[src/rtl/add_sub_serial_if.sv]
// Handshake and data bundle for the chunk-serial adder/subtractor.
// master: issues operations and consumes results; slave: the arithmetic unit.
interface add_sub_serial_if #(
  parameter int WIDTH = 16
);
  logic             in_valid;
  logic             in_ready;
  logic [WIDTH-1:0] a;
  logic [WIDTH-1:0] b;
  logic             sub;
  logic             out_valid;
  logic             out_ready;
  logic [WIDTH-1:0] res;
  logic             cout;
  logic             ovf;
  logic             zero;

  modport master (
    output in_valid, a, b, sub, out_ready,
    input  in_ready, out_valid, res, cout, ovf, zero
  );

  modport slave (
    input  in_valid, a, b, sub, out_ready,
    output in_ready, out_valid, res, cout, ovf, zero
  );
endinterface

[src/rtl/add_sub_serial.sv]
// Chunk-serial two's-complement adder/subtractor.
// Processes CHUNK bits per clock, WIDTH/CHUNK clocks per operation, with a
// valid/ready handshake on both the operand side and the result side.
module add_sub_serial #(
  parameter int WIDTH = 16,
  parameter int CHUNK = 4
) (
  input logic             clk,
  input logic             rst_n,
  add_sub_serial_if.slave bus
);

  localparam int N    = WIDTH / CHUNK;
  localparam int IDXW = (N > 1) ? $clog2(N) : 1;

  if (WIDTH < 2 || CHUNK < 1 || CHUNK > WIDTH || (WIDTH % CHUNK) != 0) begin : g_param_check
    $error("add_sub_serial: need WIDTH >= 2, 1 <= CHUNK <= WIDTH, WIDTH %% CHUNK == 0");
  end

  typedef enum logic [1:0] {
    IDLE,
    RUN,
    DONE
  } state_t;

  state_t           r_state;
  state_t           w_next;
  logic             w_accept;
  logic             w_last;

  logic [WIDTH-1:0] r_a;
  logic [WIDTH-1:0] r_b;
  logic             r_sub;
  logic             r_carry;
  logic [IDXW-1:0]  r_idx;
  logic [WIDTH-1:0] r_res;
  logic             r_cout;
  logic             r_ovf;

  logic [CHUNK-1:0] w_a_chunk;
  logic [CHUNK-1:0] w_b_chunk;
  logic [CHUNK:0]   w_sum;
  logic             w_cin_msb;
  logic [WIDTH-1:0] w_a_rot;

  // State register
  always_ff @(posedge clk) begin
    if (!rst_n) begin
      r_state <= IDLE;
    end else begin
      r_state <= w_next;
    end
  end

  // Next-state and handshake outputs
  always_comb begin
    w_next        = r_state;
    w_accept      = 1'b0;
    bus.in_ready  = 1'b0;
    bus.out_valid = 1'b0;
    case (r_state)
      IDLE: begin
        bus.in_ready = 1'b1;
        if (bus.in_valid) begin
          w_accept = 1'b1;
          w_next   = RUN;
        end
      end
      RUN: begin
        if (w_last) begin
          w_next = DONE;
        end
      end
      DONE: begin
        bus.out_valid = 1'b1;
        if (bus.out_ready) begin
          w_next = IDLE;
        end
      end
      default: w_next = IDLE;
    endcase
  end

  assign w_last = (r_idx == IDXW'(N - 1));

  // Current chunk sum; r_a doubles as the result accumulator: each step shifts
  // the consumed A chunk out of the bottom and the new sum chunk in at the top,
  // so after N steps r_a holds the complete result in order.
  always_comb begin
    w_a_chunk = r_a[CHUNK-1:0];
    w_b_chunk = r_b[CHUNK-1:0] ^ {CHUNK{r_sub}};
    w_sum     = {1'b0, w_a_chunk} + {1'b0, w_b_chunk} + {{CHUNK{1'b0}}, r_carry};
    w_cin_msb = w_a_chunk[CHUNK-1] ^ w_b_chunk[CHUNK-1] ^ w_sum[CHUNK-1];
    w_a_rot   = (r_a >> CHUNK) | (WIDTH'(w_sum[CHUNK-1:0]) << (WIDTH - CHUNK));
  end

  // Operand capture, per-chunk progress and result/flag capture
  always_ff @(posedge clk) begin
    if (!rst_n) begin
      r_a     <= '0;
      r_b     <= '0;
      r_sub   <= 1'b0;
      r_carry <= 1'b0;
      r_idx   <= '0;
      r_res   <= '0;
      r_cout  <= 1'b0;
      r_ovf   <= 1'b0;
    end else if (w_accept) begin
      r_a     <= bus.a;
      r_b     <= bus.b;
      r_sub   <= bus.sub;
      r_carry <= bus.sub;
      r_idx   <= '0;
    end else if (r_state == RUN) begin
      r_a     <= w_a_rot;
      r_b     <= r_b >> CHUNK;
      r_carry <= w_sum[CHUNK];
      r_idx   <= w_last ? '0 : r_idx + 1'b1;
      if (w_last) begin
        r_res  <= w_a_rot;
        r_cout <= w_sum[CHUNK];
        r_ovf  <= w_cin_msb ^ w_sum[CHUNK];
      end
    end
  end

  assign bus.res  = r_res;
  assign bus.cout = r_cout;
  assign bus.ovf  = r_ovf;
  assign bus.zero = (r_res == '0);

endmodule

[src/flat_wrapper.sv]
// flat-port wrapper written by rule: the top's interface ports become plain ports
module add_sub_serial_flat 
#(
  parameter int WIDTH = 16,
  parameter int CHUNK = 4
)
  (clk, rst_n, bus_in_valid, bus_a, bus_b, bus_sub, bus_out_ready, bus_in_ready, bus_out_valid, bus_res, bus_cout, bus_ovf, bus_zero);
  add_sub_serial_if #(.WIDTH(WIDTH)) bus_i ();
  input logic clk;
  input logic rst_n;
  input wire logic [$bits(bus_i.in_valid)-1:0] bus_in_valid;
  input wire logic [$bits(bus_i.a)-1:0] bus_a;
  input wire logic [$bits(bus_i.b)-1:0] bus_b;
  input wire logic [$bits(bus_i.sub)-1:0] bus_sub;
  input wire logic [$bits(bus_i.out_ready)-1:0] bus_out_ready;
  output wire logic [$bits(bus_i.in_ready)-1:0] bus_in_ready;
  output wire logic [$bits(bus_i.out_valid)-1:0] bus_out_valid;
  output wire logic [$bits(bus_i.res)-1:0] bus_res;
  output wire logic [$bits(bus_i.cout)-1:0] bus_cout;
  output wire logic [$bits(bus_i.ovf)-1:0] bus_ovf;
  output wire logic [$bits(bus_i.zero)-1:0] bus_zero;
  assign bus_i.in_valid = bus_in_valid;
  assign bus_i.a = bus_a;
  assign bus_i.b = bus_b;
  assign bus_i.sub = bus_sub;
  assign bus_i.out_ready = bus_out_ready;
  assign bus_in_ready = bus_i.in_ready;
  assign bus_out_valid = bus_i.out_valid;
  assign bus_res = bus_i.res;
  assign bus_cout = bus_i.cout;
  assign bus_ovf = bus_i.ovf;
  assign bus_zero = bus_i.zero;
  add_sub_serial #(.WIDTH(WIDTH), .CHUNK(CHUNK)) u_core (.clk(clk), .rst_n(rst_n), .bus(bus_i));
endmodule
[config.mk]
export PLATFORM = sky130hd
export DESIGN_NAME = add_sub_serial_flat
export DESIGN_NICKNAME = d
export VERILOG_FILES = /design/src/rtl/add_sub_serial_if.sv /design/src/rtl/add_sub_serial.sv /design/src/flat_wrapper.sv
export SDC_FILE = /design/constraint.sdc
export NUM_CORES = 1
export LEC_CHECK = 0
export BUFFER_PORTS_ARGS = -buffer_cell sky130_fd_sc_hd__buf_2
export CORE_ASPECT_RATIO = 1.1
export CORE_MARGIN = 4
export CORE_UTILIZATION = 55
export DETAILED_ROUTE_END_ITERATION = 7
export PLACE_DENSITY = 0.92
export SYNTH_ARGS = -nofsm -noshare
export SYNTH_HDL_FRONTEND = slang
export SYNTH_SLANG_ARGS = --single-unit
[constraint.sdc]
create_clock -name clk -period 5.8 [get_ports clk]
set_clock_uncertainty 0.1 [all_clocks]
set_input_delay 0.87 -clock clk [delete_from_list [all_inputs] [get_ports clk]]
set_output_delay 0.87 -clock clk [all_outputs]
set_load 0.03 [all_outputs]
-- Word level (Yosys, flattened, before mapping)
Cells that the tools add are included.
- bits in registers: 56
- bits of input ports: 37
- word-level logic and storage cells: 46
- reduce and logical (&&, ||, !) cells: 6
- bitwise gates (word level): 7
- equal/unequal tests: 6
- mux-type cells: 15
- $add $sub $neg: 3
- operators with widths (kind ; count):
    $mux W16 ; 4
    $logic_not A16 Y1 ; 1
    $or A12 B16 Y16 ; 1
    $mux W2 ; 4
    $mux W1 ; 6
    $pmux W2 S3 ; 1
    $reduce_and A3 Y1 ; 2
    $add A4 B4 Y5 ; 1
    $add A5 B1 Y5 ; 1
    $eq A2 B2 Y1 const B ; 2
    $ne A2 B2 Y1 const B ; 2
    $xor A4 B4 Y4 ; 1
    $xor A1 B1 Y1 ; 3
    $add A2 B1 Y2 const B ; 1
    $eq A2 B1 Y1 const B ; 1
    $logic_not A2 Y1 ; 1
    $ne A2 B1 Y1 const B ; 1
    $not A1 Y1 ; 2
    $reduce_bool A2 Y1 ; 1
    $reduce_or A2 Y1 ; 1

-- Longest topological paths before layout
- word-level depth: 6
- mapped depth: 7
- gate-level depth less buffers: 6

-- Least setup slack after synthesis
Ideal clock, no wire load.
- kind: reg2reg
- start: register u_core.r_sub
- end: register u_core.r_ovf, in the netlist u_core.bus.ovf
- arrival time: 2.177 ns
- path buffers: 1
- data required time: 5.641 ns
- stages on the path, launching flop included: 8
- slack: 3.464 ns
- cells stage by stage: dfxtp_1 > clkbuf_1 > xnor2_1 > fa_1 > fa_1 > nand3b_1 > a2111oi_0 > o31a_1
- cells in the longest elaborated chain, start to end: 5
- ends and longest elaborated chain (what ; RTL line ; RTL):
    from (decl) ; add_sub_serial.sv:33 ; logic r_sub;
    from (signal assigned) ; add_sub_serial.sv:111 ; r_sub <= bus.sub;
    $xor A4 B4 Y4 * ; add_sub_serial.sv:91 ; w_b_chunk = r_b[CHUNK-1:0] ^ {CHUNK{r_sub}};
    $add A4 B4 Y5 ; add_sub_serial.sv:92 ; w_sum = {1'b0, w_a_chunk} + {1'b0, w_b_chunk} + {{CHUNK{1'b0}}, r_carry};
    $add A5 B1 Y5 ; add_sub_serial.sv:92 ;
    $xor A1 B1 Y1 ; add_sub_serial.sv:93 ; w_cin_msb = w_a_chunk[CHUNK-1] ^ w_b_chunk[CHUNK-1] ^ w_sum[CHUNK-1];
    $xor A1 B1 Y1 * ; add_sub_serial.sv:122 ; r_ovf <= w_cin_msb ^ w_sum[CHUNK];
    to (signal assigned) ; add_sub_serial.sv:122 ;
    to (decl) ; add_sub_serial.sv:38 ; logic r_ovf;
Mark *: on every way between the ends. The rest lies on a longest branch, timed or not.
A chain may end at the register's enable or synchronous reset.

-- Worst setup path in the final report
Ends and elaborated chain as after synthesis.

==> results.json <==
{
  "syn_nets": 328,
  "p_total_mw": 0.788,
  "core_area_um2": 4320,
  "num_antenna_cells": 0,
  "hp-start": "u_core.r_b[10]$_SDFFE_PN0P_",
  "insertion_delay_ns": 0.31,
  "synthDistinctLibCells": 43,
  "pre_cts_ws_ns": 3.37,
  "cp_max_fo": 5,
  "yosys_register_bits": 56,
  "yosysSeqAreaShare_pct": 45.2,
  "r2r-start": "u_core.r_sub$_SDFFE_PN0P_",
  "postRouteAntennaNets": 0,
  "hp-class": "reg2reg",
  "routabilityCongestion": 0.878,
  "initial_core_util_pct": 57.4,
  "clock_path_buffers": 2,
  "end_kind": "flop",
  "gr-usage-met3_pct": 4.74,
  "yosys.area.top_type_share_pct": 45.2,
  "numPortBuffers": 57,
  "p_leak_nw": 1.16,
  "worst_slew_pin_slew_ns": 1.04,
  "synth_edf_count": 0,
  "ir_drop_uv": 178,
  "tns_ns": 0,
  "synth_area_leaders": "dfxtp_1 (45%), nand2_1 (9.7%), a21oi_1 (8.9%)",
  "fin_nets": 372,
  "drc": 0,
  "drive_above_1_share_pct": 22.2,
  "min_period_ns": 2.44,
  "cts_made_buffers": 5,
  "grt_pass1_vias": 2159,
  "fin_ws_ns": 3.36,
  "power_frac_comb_pct": 12.5,
  "vias_per_cell": 5.77,
  "relSlewSlack_pct": 30.3,
  "path_clk_slew_ns": 0.09,
  "clock_sinks": 56,
  "grt_overflow": 0,
  "p_per_area_nw_per_um2": 278,
  "io_pins": 58,
  "synth.most_common_cell": "nand2_1",
  "cts_tree": "done",
  "use_met1_pct": 25.4,
  "synthToLayoutAreaGrowth_pct": 14.5,
  "finalHoldViolCount": 0,
  "postCtsResizedCells": 0,
  "final_util_pct": 65.8,
  "dieArea_um2": 5650,
  "fin_hold_ws_ns": 0.363,
  "crit_arrival_ns": 2.60,
  "gr-max-usage-layer": "met2",
  "grtUsageTotal_pct": 21.2,
  "htreeDepth": 2,
  "path_class": "reg2reg",
  "p_int_mw": 0.597,
  "drtPass1Iterations": 4,
  "rows": 25,
  "rsz0062_at_grt": "no",
  "antenna_found_initial": 0,
  "yosysWarnings": 0,
  "p_seq_share_pct": 52.9,
  "grt_max_degree": 32,
  "synth_cells": 284,
  "switching_share_pct": 24.3,
  "slew_viol_final": 0,
  "setup_viol": 0,
  "status": "finished, final reports clean",
  "drt_iter0_markers": 116,
  "async_reset_ff_share_pct": 0,
  "routed_wl_um": 5660,
  "cts_root_buf": "clkbuf_8",
  "met2_usage_pct": 35.4,
  "hpwl_um": 4120,
  "vias": 2209,
  "finalCritPeriodShare_pct": 42.2,
  "cp-start-kind": "flop",
  "grt_pass1_wl_um": 9580,
  "cp.required_ns": 5.95,
  "synthesis.area_um2": 2480,
  "fp.dieH_um": 78.4,
  "dieWidth_um": 72.0,
  "holdBufCountCts": 0,
  "avgSynthCellArea_um2": 8.73,
  "yosys-top-cells-count": "nand2_1 (64), dfxtp_1 (56), a21oi_1 (44)",
  "synth_top_area_cell": "dfxtp_1",
  "post-cts-setup-buffers": 0,
  "drt-wirelength-per-cell_um": 14.8,
  "p_switching_mw": 0.191,
  "drv_cap": 0,
  "fmax_mhz": 409,
  "pwr-share-clk_pct": 34.5,
  "yosys_most_used_dff": "dfxtp_1",
  "crit_path_start": "u_core.r_sub$_SDFFE_PN0P_"
}
[flip-flops by register name, indices dropped and copies added (netlist names)]
signal           flops
u_core.r_a          16
u_core.bus.res      16
u_core.r_carry       1
u_core.bus.ovf       1
u_core.r_b          16
u_core.bus.cout      1
u_core.r_idx         2
u_core.r_sub         1
u_core.r_state       2
[metal layers]
metal,wire length (µm),up-vias
li1,-,1086
met3,468,18
met5,0,-
met4,180,0
met2,2760,96
met1,2260,1009
[cell type report]
type / instances / area [µm²]
tap: 54 / 67.6
inverter: 7 / 26.3
clock buffer: 7 / 96.3
sequential: 56 / 1120
timing repair buffer: 59 / 300
clock inverter: 1 / 30.0
fill: 368 / 1480
multi-input combinational: 199 / 1200
[cell families (layout without fill, tap and decap cells)]
kind of cell,count (synthesis),count (layout),share of synthesized area [%]
DFF,56,56,45.2
adders and majority gates,7,7,4.14
muxes,2,2,0.807
AOI/OAI and AO/OA,86,86,23.5
buffers and inverters,29,74,6.51
and+or+nand+nor,99,99,18.1
xor gates and xnor gates,5,5,1.77
[power by group through the flow]
| stage | Sequential [mW] | Clock, mW | Combinational [mW] |
|---|---|---|---|
| after floorplan | 0.420 | 0 | 0.0762 |
| after detailed placement | 0.426 | 0 | 0.0981 |
| after CTS | 0.417 | 0.277 | 0.0985 |
| after global routing | 0.419 | 0.293 | 0.110 |
| after global placement | 0.425 | 0 | 0.0945 |
| final | 0.417 | 0.272 | 0.0986 |
[stage by stage]
stage	cells	area [µm²]
finish	383	2840
detailed placement	375	2710
global route	383	2840
global placement	375	2710
floorplan	284	2480
CTS	383	2840
[worst paths after layout]
check                                end  cells past startpoint  slack [ns]
max reg2reg  u_core.bus.ovf$_SDFFE_PN0P_                      6        3.36
min          u_core.r_b[10]$_SDFFE_PN0P_                      2        0.36
max          u_core.bus.ovf$_SDFFE_PN0P_                      6        3.36
min reg2reg  u_core.r_b[10]$_SDFFE_PN0P_                      2        0.36
[placed cells by master, fill, tap and decap left out, types with 5 or more instances in the layout]
master | Yosys | routed
a22oi_1 | 19 | 19
inv_1 | 7 | 7
dfxtp_1 | 56 | 56
nand2_1 | 64 | 64
clkbuf_8 | 0 | 7
a21oi_1 | 44 | 44
ha_1 | 5 | 5
buf_2 | 12 | 57
nor2_1 | 11 | 11
nand3_1 | 5 | 5
[critical path, cell delays in order, from the launching register on]
cell	delay, ns
dfxtp_1	0.46
xnor2_1	0.14
fa_1	0.42
fa_1	0.41
nand3b_1	0.24
a2111oi_0	0.45
o31a_1	0.18
No activity file was read; power rests on OpenSTA's default activity.
